--- src/rtl/scroll_msg_ctrl_pkg.sv ---
//==============================================================================
// Module  : scroll_msg_pkg
// Brief   : Character, state and segment-pattern definitions for scroll_msg_ctrl.
// Rev     : 1.0 - initial release
//==============================================================================
`default_nettype none

package scroll_msg_pkg;

    typedef logic [4:0] char_t;

    typedef enum logic [1:0] {
        BLANK = 2'd0,
        RUN   = 2'd1,
        HOLD  = 2'd2
    } state_t;

    localparam char_t CHAR_BLANK  = 5'd31;
    localparam int    MSG_ROM_LEN = 16;
    localparam int    ROM_IDX_W   = $clog2(MSG_ROM_LEN);
    localparam int    MAX_MSG_LEN = 64;

    // Default message: 0-9 followed by A-F
    localparam char_t [0:MSG_ROM_LEN-1] MSG_ROM = {
        5'd0,  5'd1,  5'd2,  5'd3,  5'd4,  5'd5,  5'd6,  5'd7,
        5'd8,  5'd9,  5'd10, 5'd11, 5'd12, 5'd13, 5'd14, 5'd15
    };

    // Active-low cathode patterns, bit0 = a ... bit6 = g
    localparam logic [6:0] SEG_OFF = 7'h7F;
    localparam logic [6:0] SEG_0   = 7'h40;
    localparam logic [6:0] SEG_1   = 7'h79;
    localparam logic [6:0] SEG_2   = 7'h24;
    localparam logic [6:0] SEG_3   = 7'h30;
    localparam logic [6:0] SEG_4   = 7'h19;
    localparam logic [6:0] SEG_5   = 7'h12;
    localparam logic [6:0] SEG_6   = 7'h02;
    localparam logic [6:0] SEG_7   = 7'h78;
    localparam logic [6:0] SEG_8   = 7'h00;
    localparam logic [6:0] SEG_9   = 7'h10;
    localparam logic [6:0] SEG_A   = 7'h08;
    localparam logic [6:0] SEG_B   = 7'h03;
    localparam logic [6:0] SEG_C   = 7'h46;
    localparam logic [6:0] SEG_D   = 7'h21;
    localparam logic [6:0] SEG_E   = 7'h06;
    localparam logic [6:0] SEG_F   = 7'h0E;

    // Packs the default message into a flat vector, entry i at bits [5i +: 5]
    function automatic logic [5*MAX_MSG_LEN-1:0] msg_rom_packed();
        logic [5*MAX_MSG_LEN-1:0] v;
        v = '0;
        for (int i = 0; i < MAX_MSG_LEN; i++) begin
            v[5*i +: 5] = MSG_ROM[ROM_IDX_W'(i % MSG_ROM_LEN)];
        end
        return v;
    endfunction

endpackage

`default_nettype wire

--- src/rtl/scroll_msg_ctrl_if.sv ---
//==============================================================================
// Module  : scroll_msg_ctrl_if
// Brief   : Tick/run inputs and display outputs of scroll_msg_ctrl (dir with SCROLL_DIR_EN).
// Rev     : 1.0 - initial release
//==============================================================================
`default_nettype none

interface scroll_msg_ctrl_if #(
    parameter int MSG_LEN = 16
);
    localparam int POS_W = $clog2(MSG_LEN);

    logic             tick;
    logic             run;
`ifdef SCROLL_DIR_EN
    logic             dir;
`endif
    logic [6:0]       seg;
    logic [3:0]       an;
    logic [POS_W-1:0] pos;
    logic             wrap;

`ifdef SCROLL_DIR_EN
    modport master (output tick, run, dir, input  seg, an, pos, wrap);
    modport slave  (input  tick, run, dir, output seg, an, pos, wrap);
`else
    modport master (output tick, run, input  seg, an, pos, wrap);
    modport slave  (input  tick, run, output seg, an, pos, wrap);
`endif

endinterface

`default_nettype wire

--- src/rtl/scroll_msg_ctrl_seg7_char_enc.sv ---
//==============================================================================
// Module  : seg7_char_enc
// Brief   : Combinational 5-bit character code to active-low seven-segment pattern.
// Rev     : 1.0 - initial release
//==============================================================================
`default_nettype none

module seg7_char_enc
    import scroll_msg_pkg::*;
(
    input  wire char_t      i_char,
    output logic [6:0]      o_seg
);

    always_comb begin
        o_seg = SEG_OFF;
        case (i_char)
            5'd0:    o_seg = SEG_0;
            5'd1:    o_seg = SEG_1;
            5'd2:    o_seg = SEG_2;
            5'd3:    o_seg = SEG_3;
            5'd4:    o_seg = SEG_4;
            5'd5:    o_seg = SEG_5;
            5'd6:    o_seg = SEG_6;
            5'd7:    o_seg = SEG_7;
            5'd8:    o_seg = SEG_8;
            5'd9:    o_seg = SEG_9;
            5'd10:   o_seg = SEG_A;
            5'd11:   o_seg = SEG_B;
            5'd12:   o_seg = SEG_C;
            5'd13:   o_seg = SEG_D;
            5'd14:   o_seg = SEG_E;
            5'd15:   o_seg = SEG_F;
            default: o_seg = SEG_OFF;
        endcase
    end

endmodule

`default_nettype wire

--- src/rtl/scroll_msg_ctrl.sv ---
//==============================================================================
// Module  : scroll_msg_ctrl
// Brief   : 4-digit scrolling-message controller; optional scroll direction
//           input enabled by macro SCROLL_DIR_EN.
// Rev     : 1.0 - initial release
//==============================================================================
`default_nettype none

module scroll_msg_ctrl
    import scroll_msg_pkg::*;
#(
    parameter int                        MSG_LEN     = 16,
    parameter int                        REFRESH_DIV = 100_000,
    parameter logic [5*MAX_MSG_LEN-1:0]  MSG_INIT    = msg_rom_packed()
)(
    input  wire logic          clkin,
    input  wire logic          rstn,
    scroll_msg_ctrl_if.slave   bus
);

    localparam int POS_W = $clog2(MSG_LEN);
    localparam int IDX_W = $clog2(MSG_LEN + 3);
    localparam int CNT_W = (REFRESH_DIV > 1) ? $clog2(REFRESH_DIV) : 1;
    localparam logic [CNT_W-1:0] CNT_LAST = CNT_W'(REFRESH_DIV - 1);
    localparam logic [POS_W-1:0] POS_LAST = POS_W'(MSG_LEN - 1);

    state_t             state_q, state_d;
    logic [POS_W-1:0]   pos_q, pos_d;
    logic               wrap_q, wrap_d;
    logic [CNT_W-1:0]   refresh_cnt_q, refresh_cnt_d;
    logic [1:0]         sel_q, sel_d;
    logic [6:0]         seg_q, seg_d;
    logic [3:0]         an_q, an_d;

    char_t              w_rom [MSG_LEN];
    logic [IDX_W-1:0]   w_idx_raw;
    logic [IDX_W-1:0]   w_idx;
    logic [6:0]         w_seg;
    logic               w_advance;
    logic               w_down;

    for (genvar i = 0; i < MSG_LEN; i++) begin : g_rom
        assign w_rom[i] = MSG_INIT[5*i +: 5];
    end

    // Digit sel shows ROM[pos + 3 - sel]; sum never exceeds 2*MSG_LEN-1, so one subtract wraps it
    assign w_idx_raw = IDX_W'(pos_q) + IDX_W'(2'd3 - sel_q);
    assign w_idx     = (w_idx_raw >= IDX_W'(MSG_LEN)) ? (w_idx_raw - IDX_W'(MSG_LEN)) : w_idx_raw;

    seg7_char_enc u_enc (
        .i_char (w_rom[POS_W'(w_idx)]),
        .o_seg  (w_seg)
    );

`ifdef SCROLL_DIR_EN
    assign w_down = bus.dir;
`else
    assign w_down = 1'b0;
`endif

    assign w_advance = (state_q == RUN) && bus.run && bus.tick;

    always_comb begin
        state_d       = state_q;
        pos_d         = pos_q;
        wrap_d        = 1'b0;
        refresh_cnt_d = refresh_cnt_q + CNT_W'(1);
        sel_d         = sel_q;

        if (refresh_cnt_q == CNT_LAST) begin
            refresh_cnt_d = '0;
            sel_d         = sel_q + 2'd1;
        end

        case (state_q)
            BLANK:   if (bus.run)  state_d = RUN;
            RUN:     if (!bus.run) state_d = HOLD;
            HOLD:    if (bus.run)  state_d = RUN;
            default: state_d = BLANK;
        endcase

        if (w_advance) begin
            if (w_down) begin
                pos_d  = (pos_q == '0) ? POS_LAST : pos_q - POS_W'(1);
                wrap_d = (pos_q == '0);
            end else begin
                pos_d  = (pos_q == POS_LAST) ? '0 : pos_q + POS_W'(1);
                wrap_d = (pos_q == POS_LAST);
            end
        end

        an_d  = ~(4'b0001 << sel_q);
        seg_d = (state_q == BLANK) ? SEG_OFF : w_seg;
    end

    always_ff @(posedge clkin or negedge rstn) begin
        if (!rstn) begin
            state_q       <= BLANK;
            pos_q         <= '0;
            wrap_q        <= 1'b0;
            refresh_cnt_q <= '0;
            sel_q         <= 2'd0;
            seg_q         <= SEG_OFF;
            an_q          <= 4'hF;
        end else begin
            state_q       <= state_d;
            pos_q         <= pos_d;
            wrap_q        <= wrap_d;
            refresh_cnt_q <= refresh_cnt_d;
            sel_q         <= sel_d;
            seg_q         <= seg_d;
            an_q          <= an_d;
        end
    end

    assign bus.seg  = seg_q;
    assign bus.an   = an_q;
    assign bus.pos  = pos_q;
    assign bus.wrap = wrap_q;

endmodule

`default_nettype wire

--- src/flat_wrapper.sv ---
// flat-port wrapper written by rule: the top's interface ports become plain ports
module scroll_msg_ctrl_flat import scroll_msg_pkg::*;
#(
    parameter int                        MSG_LEN     = 16,
    parameter int                        REFRESH_DIV = 100_000,
    parameter logic [5*MAX_MSG_LEN-1:0]  MSG_INIT    = msg_rom_packed()
)
  (clkin, rstn, bus_tick, bus_run, bus_seg, bus_an, bus_pos, bus_wrap);
  scroll_msg_ctrl_if #(.MSG_LEN(MSG_LEN)) bus_i ();
  input  wire logic clkin;
  input  wire logic rstn;
  input wire logic [$bits(bus_i.tick)-1:0] bus_tick;
  input wire logic [$bits(bus_i.run)-1:0] bus_run;
  output wire logic [$bits(bus_i.seg)-1:0] bus_seg;
  output wire logic [$bits(bus_i.an)-1:0] bus_an;
  output wire logic [$bits(bus_i.pos)-1:0] bus_pos;
  output wire logic [$bits(bus_i.wrap)-1:0] bus_wrap;
  assign bus_i.tick = bus_tick;
  assign bus_i.run = bus_run;
  assign bus_seg = bus_i.seg;
  assign bus_an = bus_i.an;
  assign bus_pos = bus_i.pos;
  assign bus_wrap = bus_i.wrap;
  scroll_msg_ctrl #(.MSG_LEN(MSG_LEN), .REFRESH_DIV(REFRESH_DIV), .MSG_INIT(MSG_INIT)) u_core (.clkin(clkin), .rstn(rstn), .bus(bus_i));
endmodule
--- config.mk ---
export PLATFORM = sky130hd
export DESIGN_NAME = scroll_msg_ctrl_flat
export DESIGN_NICKNAME = d
export VERILOG_FILES = /design/src/rtl/scroll_msg_ctrl_pkg.sv /design/src/rtl/scroll_msg_ctrl_if.sv /design/src/rtl/scroll_msg_ctrl_seg7_char_enc.sv /design/src/rtl/scroll_msg_ctrl.sv /design/src/flat_wrapper.sv
export SDC_FILE = /design/constraint.sdc
export NUM_CORES = 1
export LEC_CHECK = 0
export ABC_AREA = 1
export ABC_CLOCK_PERIOD_IN_PS = 1510
export CAP_MARGIN = 20
export CORE_ASPECT_RATIO = 0.75
export CORE_MARGIN = 8
export CORE_UTILIZATION = 41
export CTS_CLUSTER_SIZE = 20
export DETAILED_ROUTE_END_ITERATION = 16
export PLACE_DENSITY = 0.62
export SLEW_MARGIN = 20
export SYNTH_ARGS = -nofsm -noshare
export SYNTH_HDL_FRONTEND = slang
export SYNTH_SLANG_ARGS = --single-unit
--- constraint.sdc ---
create_clock -name clkin -period 1.51 [get_ports clkin]
set_input_delay 0.302 -clock clkin [delete_from_list [all_inputs] [get_ports clkin]]
set_output_delay 0.302 -clock clkin [all_outputs]
set_load 0.05 [all_outputs]
-- Word level (Yosys, flattened, before mapping)
Memory sizes are Yosys's and may differ from the RTL's.
Cells that the tools add are included.
- register bits after elaboration: 37
- bits in latches: 0
- memory bits (writable): 0
- bits in read-only memories: 192
- input bits: 4
- output and inout bits: 16
- word-level logic and storage cells: 42
- memories kept: 2
- add/subtract/negate cells: 6
- multiply operators: 0
- div/mod/pow operators: 0
- magnitude comparators: 2
- equality and inequality tests: 6
- shifts and indexed selects: 1
- multiplexer cells: 11
- bitwise gates (word level): 2
- reductions and logical operators: 5
- memories (memory ; depth ; bits a word ; rd ports ; clocked after Yosys merged registers in ; wr ports ; RTL line ; source):
    (name not given) ; 16 ; 7 ; 1 ; 0 ; 0 ; scroll_msg_ctrl_seg7_char_enc.sv:17 ; case (i_char)
    (name not given) ; 16 ; 5 ; 1 ; 0 ; 0 ; scroll_msg_ctrl.sv:51 ; .i_char (w_rom[POS_W'(w_idx)]),
- operator list (cell ; count):
    $add 17x1->17 const B ; 1
    $eq 17x17->1 const B ; 1
    $mux 17 ; 1
    $mux 7 ; 2
    $ge 5x5->1 const B ; 2
    $mux 5 ; 2
    $mux 4 ; 2
    $add 4x5->5 ; 1
    $not 4->5 ; 1
    $add 4x1->4 const B ; 1
    $eq 4x4->1 const B ; 1
    $mux 2 ; 2
    $not 4->4 ; 1
    $pmux 2 s2 ; 1
    $shl 1x2->4 const A ; 1
    $sub 4x1->4 const B ; 1
    $sub 2x2->3 const A ; 1
    $add 2x1->2 const B ; 1
    $eq 2x1->1 const B ; 1
    $eq 2x2->1 const B ; 1
    $logic_and 1x1->1 ; 2
    $logic_not 2->1 ; 1
    $ne 2x1->1 const B ; 1
    $ne 2x2->1 const B ; 1
    other kinds (3) ; 3

-- Logic depth before layout (Yosys ltp)
An unclocked memory read counts as a cell.
- depth after elaboration: 11
- depth in mapped cells: 10

-- Hierarchy
Synthesis repeated with hierarchy kept, for this count alone.
- cell total of the unflattened synthesis: 285
- area, all modules: 2209.6 um2
- by module, submodules not included (module ; times used ; cells an instance ; area each (um2) ; seq. area each (um2)):
    scroll_msg_ctrl ; 1 ; 234 ; 1915.6 ; 939.7
    seg7_char_enc ; 1 ; 51 ; 294.0 ; 0.0

-- Worst setup path before layout
OpenSTA, ideal clock, no wires.
- kind: register to register
- start point: reg u_core.pos_q[0], in the netlist u_core.bus.pos[0]
- end point: reg u_core.seg_q[2], in the netlist u_core.bus.seg[2]
- setup time: 0.091 ns
- data arrival time: 1.817 ns
- required time: 1.419 ns
- setup slack: -0.398 ns
- stages on the path, launching flop included: 9
- period minus slack after synthesis: 1.908 ns
- path through: dfrtp_1 ha_1 inv_1 fa_1 inv_1 nand2_1 nand2_1 inv_1 o31ai_1
- word-level cells in the longest chain between the ends: 10
- elaborated cells between the ends (all ways): 11
- those cells by class: add/sub (2); order compare (1); mux (5); bitwise (1); memory (2)
- RTL lines (item ; RTL line ; source):
    start, declared ; scroll_msg_ctrl.sv:28 ; logic [POS_W-1:0] pos_q, pos_d;
    start signal, assigned ; scroll_msg_ctrl.sv:107 ; pos_q <= pos_d;
    $add 4x5->5 (*) ; scroll_msg_ctrl.sv:47 ; assign w_idx_raw = IDX_W'(pos_q) + IDX_W'(2'd3 - sel_q);
    $sub 4x1->4 or $ge 5x5->1 (tied branches) ; scroll_msg_ctrl.sv:48 ; assign w_idx = (w_idx_raw >= IDX_W'(MSG_LEN)) ? (w_idx_raw - IDX_W'(MSG_LEN)) : w_idx_raw;
    $mux 4 (*) ; scroll_msg_ctrl.sv:48 ;
    $not 4->5 (implied by the code) (*) ; scroll_msg_ctrl.sv:51 ;
    $mem_v2 16x5 (*) ; n/a ;
    $mux 5 (implied by the code) (*) (2 in a row) ; scroll_msg_ctrl.sv:51 ;
    $mem_v2 16x7 ; n/a ;
    $mux 7 (*) ; scroll_msg_ctrl_seg7_char_enc.sv:17 ;
    $mux 7 (*) ; scroll_msg_ctrl.sv:93 ; seg_d = (state_q == BLANK) ? SEG_OFF : w_seg;
    via u_core.seg_d[2] ; scroll_msg_ctrl.sv:32 ; logic [6:0] seg_q, seg_d;
    end signal, assigned ; scroll_msg_ctrl.sv:111 ; seg_q <= seg_d;
    end, declared ; scroll_msg_ctrl.sv:32 ;
The timed path passes the listed nets; every way through them passes the cells marked *. The select of a mux whose other input is x is not followed.
A chain may end at the register's enable or synchronous reset.

-- Final worst setup path
- start point: reg u_core.sel_q[0]
- end point: reg u_core.seg_q[1], in the netlist u_core.bus.seg[1]
- word-level cells in the longest chain between the ends: 11
- elaborated cells between the ends (all ways): 12
- those cells by class: add/sub (3); order compare (1); mux (5); bitwise (1); memory (2)
- RTL lines (item ; RTL line ; source):
    start, declared ; scroll_msg_ctrl.sv:31 ; logic [1:0] sel_q, sel_d;
    start signal, assigned ; scroll_msg_ctrl.sv:110 ; sel_q <= sel_d;
    $sub 2x2->3 (*) ; scroll_msg_ctrl.sv:47 ;
    $add 4x5->5 (*) ; scroll_msg_ctrl.sv:47 ;
    $sub 4x1->4 or $ge 5x5->1 (tied branches) ; scroll_msg_ctrl.sv:48 ;
    $mux 4 (*) ; scroll_msg_ctrl.sv:48 ;
    $not 4->5 (implied by the code) (*) ; scroll_msg_ctrl.sv:51 ;
    $mem_v2 16x5 (*) ; n/a ;
    $mux 5 (implied by the code) (*) (2 in a row) ; scroll_msg_ctrl.sv:51 ;
    $mem_v2 16x7 ; n/a ;
    $mux 7 (*) ; scroll_msg_ctrl_seg7_char_enc.sv:17 ;
    $mux 7 (*) ; scroll_msg_ctrl.sv:93 ;
    via u_core.seg_d[1] ; scroll_msg_ctrl.sv:32 ;
Marked as above.

==> results_dict.tcl <==
set metrics [dict create \
    ir_drop_uv 873 \
    clock_tree_from_tritoncts "yes" \
    end_kind "flip-flop" \
    unrepaired_setup_endpoints_after_global_routing "true" \
    power.internal_mw 2.34 \
    power.share.sequential_pct 35.3 \
    antenna_left 0 \
    grt_busiest_layer "met1" \
    synth_seq_area_share_pct 48.5 \
    power_density_nw_per_um2 1450 \
    final.period_utilization_pct 103 \
    timing.final.crit_period_ps 1560 \
    achievable-frequency_mhz 641 \
    gp_congestion 0.899 \
    failing_checks "setup timing" \
    grtUsageTotal_pct 11.8 \
    die_x_um 95.3 \
    drv_cap 0 \
    number_of_global_route_vias_before_repair 1374 \
    globalRouteMet1Util_pct 17.8 \
    synth.distinct_cells 27 \
    firstDrtPassIters 4 \
    boundaryPins 20 \
    detailedRoute.firstIterationViolations 71 \
    p_clk_share_pct 17.7 \
    totalWireLength_um 3810 \
    drt_drc_violations_left 0 \
    num_antenna_cells 0 \
    first_pass_grt_wire_length_um 6490 \
    detailroute.via_count 1527 \
    status "complete, but fails checks" \
    static-leakage-power_nw 1.33 \
    worst_setup_path_endpoint "u_core.bus.seg[1]" \
    post_route_cells_drive_above_1_share_pct 29.1 \
    report.final.slew_viol_count 0 \
    finalHoldWorstSlack_ps 483 \
    power.share.combinational_pct 47.1 \
    vias_per_cell 4.60 \
    launching_instance_or_port_of_the_critical_path "u_core.sel_q[0]" \
    clk_root_buffer_cell "clkbuf_8" \
    ff2ff_path_depth 8 \
    timing.rr.end "u_core.bus.seg[1]" \
    synth_top_area_cell "dfrtp_1" \
    worstPathArrival_ps 1790 \
    total_switching_power_mw 1.46 \
    core_um2 4490 \
    later_pin_clock_latency_in_the_skew_report_ps 290 \
    final_net_count 286 \
    slew_headroom_pct 70.4 \
    cp_slowest_cell "fa_2" \
    cpMostUsedCell "inv_2" \
    worst_pin_slew_ps 445 \
    start_util_pct 43.1 \
    final_cell_mix "55 x nand2_1, 39 x inv_1, 24 x dfrtp_1, 20 x nor2_1" \
    synthDominantCellAreaShare_pct 33.6 \
    area_growth_pct 34.9 \
    design.die.area_um2 7200 \
    gate_count_of_the_mapped_netlist 233 \
    die_h_um 75.5 \
    total_power_mw 3.80 \
    clock_sink_count 37 \
    timing.rr.start "u_core.sel_q[0]" \
    cts.reportedPaths.clkPinSlew_ps 80 \
    crit_type "reg -> reg" \
    most_frequent_standard_cell_in_the_layout_excluding_fill_and_tap_cells "nand2_1" \
    synth_fp_nets 245 \
    fin_worst_skew_ps 7.71 \
    ctsLongestPathBuffers 2 \
    fp-row-count 21 \
    gr-usage-met2_pct 14.9 \
    worst-endpoint-required_ps 1740 \
    htree_levels 2 \
    synth_warnings 0 \
    fillers 393 \
    wl_per_cell_um 11.5 \
    grt_start_max_net_pins 20 \
    critical_path.max_fanout 4 \
    initial_antenna_violation_count 0 \
    layout_setup_ws_ps -49.4 \
    max_stage_delay_ps 570 \
    swShare_pct 38.4 \
    synth-seq-cells 37 \
    use_met3_pct 3.64 \
    grt_remaining_overflow 0 \
    final-setup-viol-count 4 \
    crit_path_start_kind "flip-flop" \
    mapped_area_um2 1940 \
    hp-class "in -> async" \
    synthTopCellsByArea "dfrtp_1 34%, dfstp_2 15%, nand2_1 11%, inv_1 8.5%, ha_1 4.5%" \
    finalHoldViolations 0 \
    cp_cell_sequence "inv_2 -> ha_4 -> inv_2 -> fa_2 -> inv_2 -> nand2_1 -> nand2_1 -> o21ai_1" \
    cts_made_buffers 5 \
    hpwl_after_detailed_placement_um 3010 \
    place.port_buffers 19 \
    rrSetupSlack_ps -50 \
    post-place-ws_ps -76.1 \
    syn-mean-instance-area_um2 8.31 \
]
==> state kept, by name (all words and copies together) (netlist names) <==
register / count
u_core.sel_q: 2
u_core.refresh_cnt_q: 17
u_core.bus.an: 4
u_core.bus.wrap: 1
u_core.state_q: 2
u_core.bus.pos: 4
u_core.bus.seg: 7
==> per-stage QoR <==
stage	TNS (ps)	area (um^2)	cells	utilization, %
6_report	-145	2610	332	58.1
3_3_place_gp	-122	2480	321	55.1
3_5_place_dp	-301	2480	321	55.1
4_1_cts	-133	2590	332	57.6
5_1_grt	-675	2610	332	58.1
2_1_floorplan	-807	1960	233	-
==> power groups by stage <==
stage / sequential, mW / combinational (mW) / clock [mW]
floorplan: 1.79 / 0.452 / 0
global placement: 1.35 / 1.74 / 0
detailed placement: 1.35 / 1.75 / 0
CTS: 1.34 / 1.76 / 0.700
global route: 1.36 / 1.92 / 0.745
finish: 1.34 / 1.79 / 0.671
==> worst min path at each step <==
stage	start	end	slack [ps]	cells after the start
after floorplan	rstn	u_core.bus.pos[0]	6	0
after global placement	rstn	u_core.refresh_cnt_q[8]	270	1
after detailed placement	rstn	u_core.refresh_cnt_q[11]	280	1
after CTS	rstn	u_core.refresh_cnt_q[2]	490	2
after global routing	rstn	u_core.refresh_cnt_q[2]	510	2
final	rstn	u_core.sel_q[0]	480	2
==> final cells by class <==
class                      count  area, um^2  area share [%]
inverter                      47         178            6.80
multi-input combinational    149         861            33.0
tap                           57        71.3            2.73
clock buffer                   5        68.8            2.64
timing repair buffer          34         473            18.1
clock inverter                 3        17.5           0.671
sequential                    37         942            36.1
==> critical path: cells and delay by family (launching register included) <==
kind / cells / cell delay (ps)
and+or+nand+nor: 2 / 110
DFF: 1 / 390
AOI/OAI and AO/OA: 1 / 130
buffers and inverters: 3 / 170
adders and majority gates: 2 / 700
==> what timing repair did <==
action                     4_1_cts  5_1_grt
pin swaps                        2        4
buffers inserted                 2        0
setup endpoints to repair        7        8
hold endpoints to repair        18        0
resized for setup                1        6
hold buffers                     1        0
==> synth_stat cells, drive strengths merged <==
cell type,n
o21ai,5
o31ai,1
xnor2,1
nor3,3
xor2,5
fa,1
nor2,26
a21oi,5
dfrtp,26
o211ai,3
o21bai,4
nand4,6
or2,1
dfstp,11
clkinv,1
ha,7
inv,46
nand2,61
nand3,20
==> cells by family after synthesis <==
kind of cell	Yosys count	share of synthesized area (%)
and+or+nand+nor	117	28.3
buffers and inverters	47	9.18
DFF	37	48.5
AOI/OAI and AO/OA	18	5.69
adders and majority gates	8	5.56
xor gates and xnor gates	6	2.71
==> metal layers <==
| metal | part of all wire [%] | wire (um) |
|---|---|---|
| met5 | 0 | 0 |
| met4 | 0.92 | 35 |
| met3 | 6.0 | 228 |
| met2 | 38 | 1450 |
| met1 | 55 | 2100 |
(Power assumes the default switching activity.)
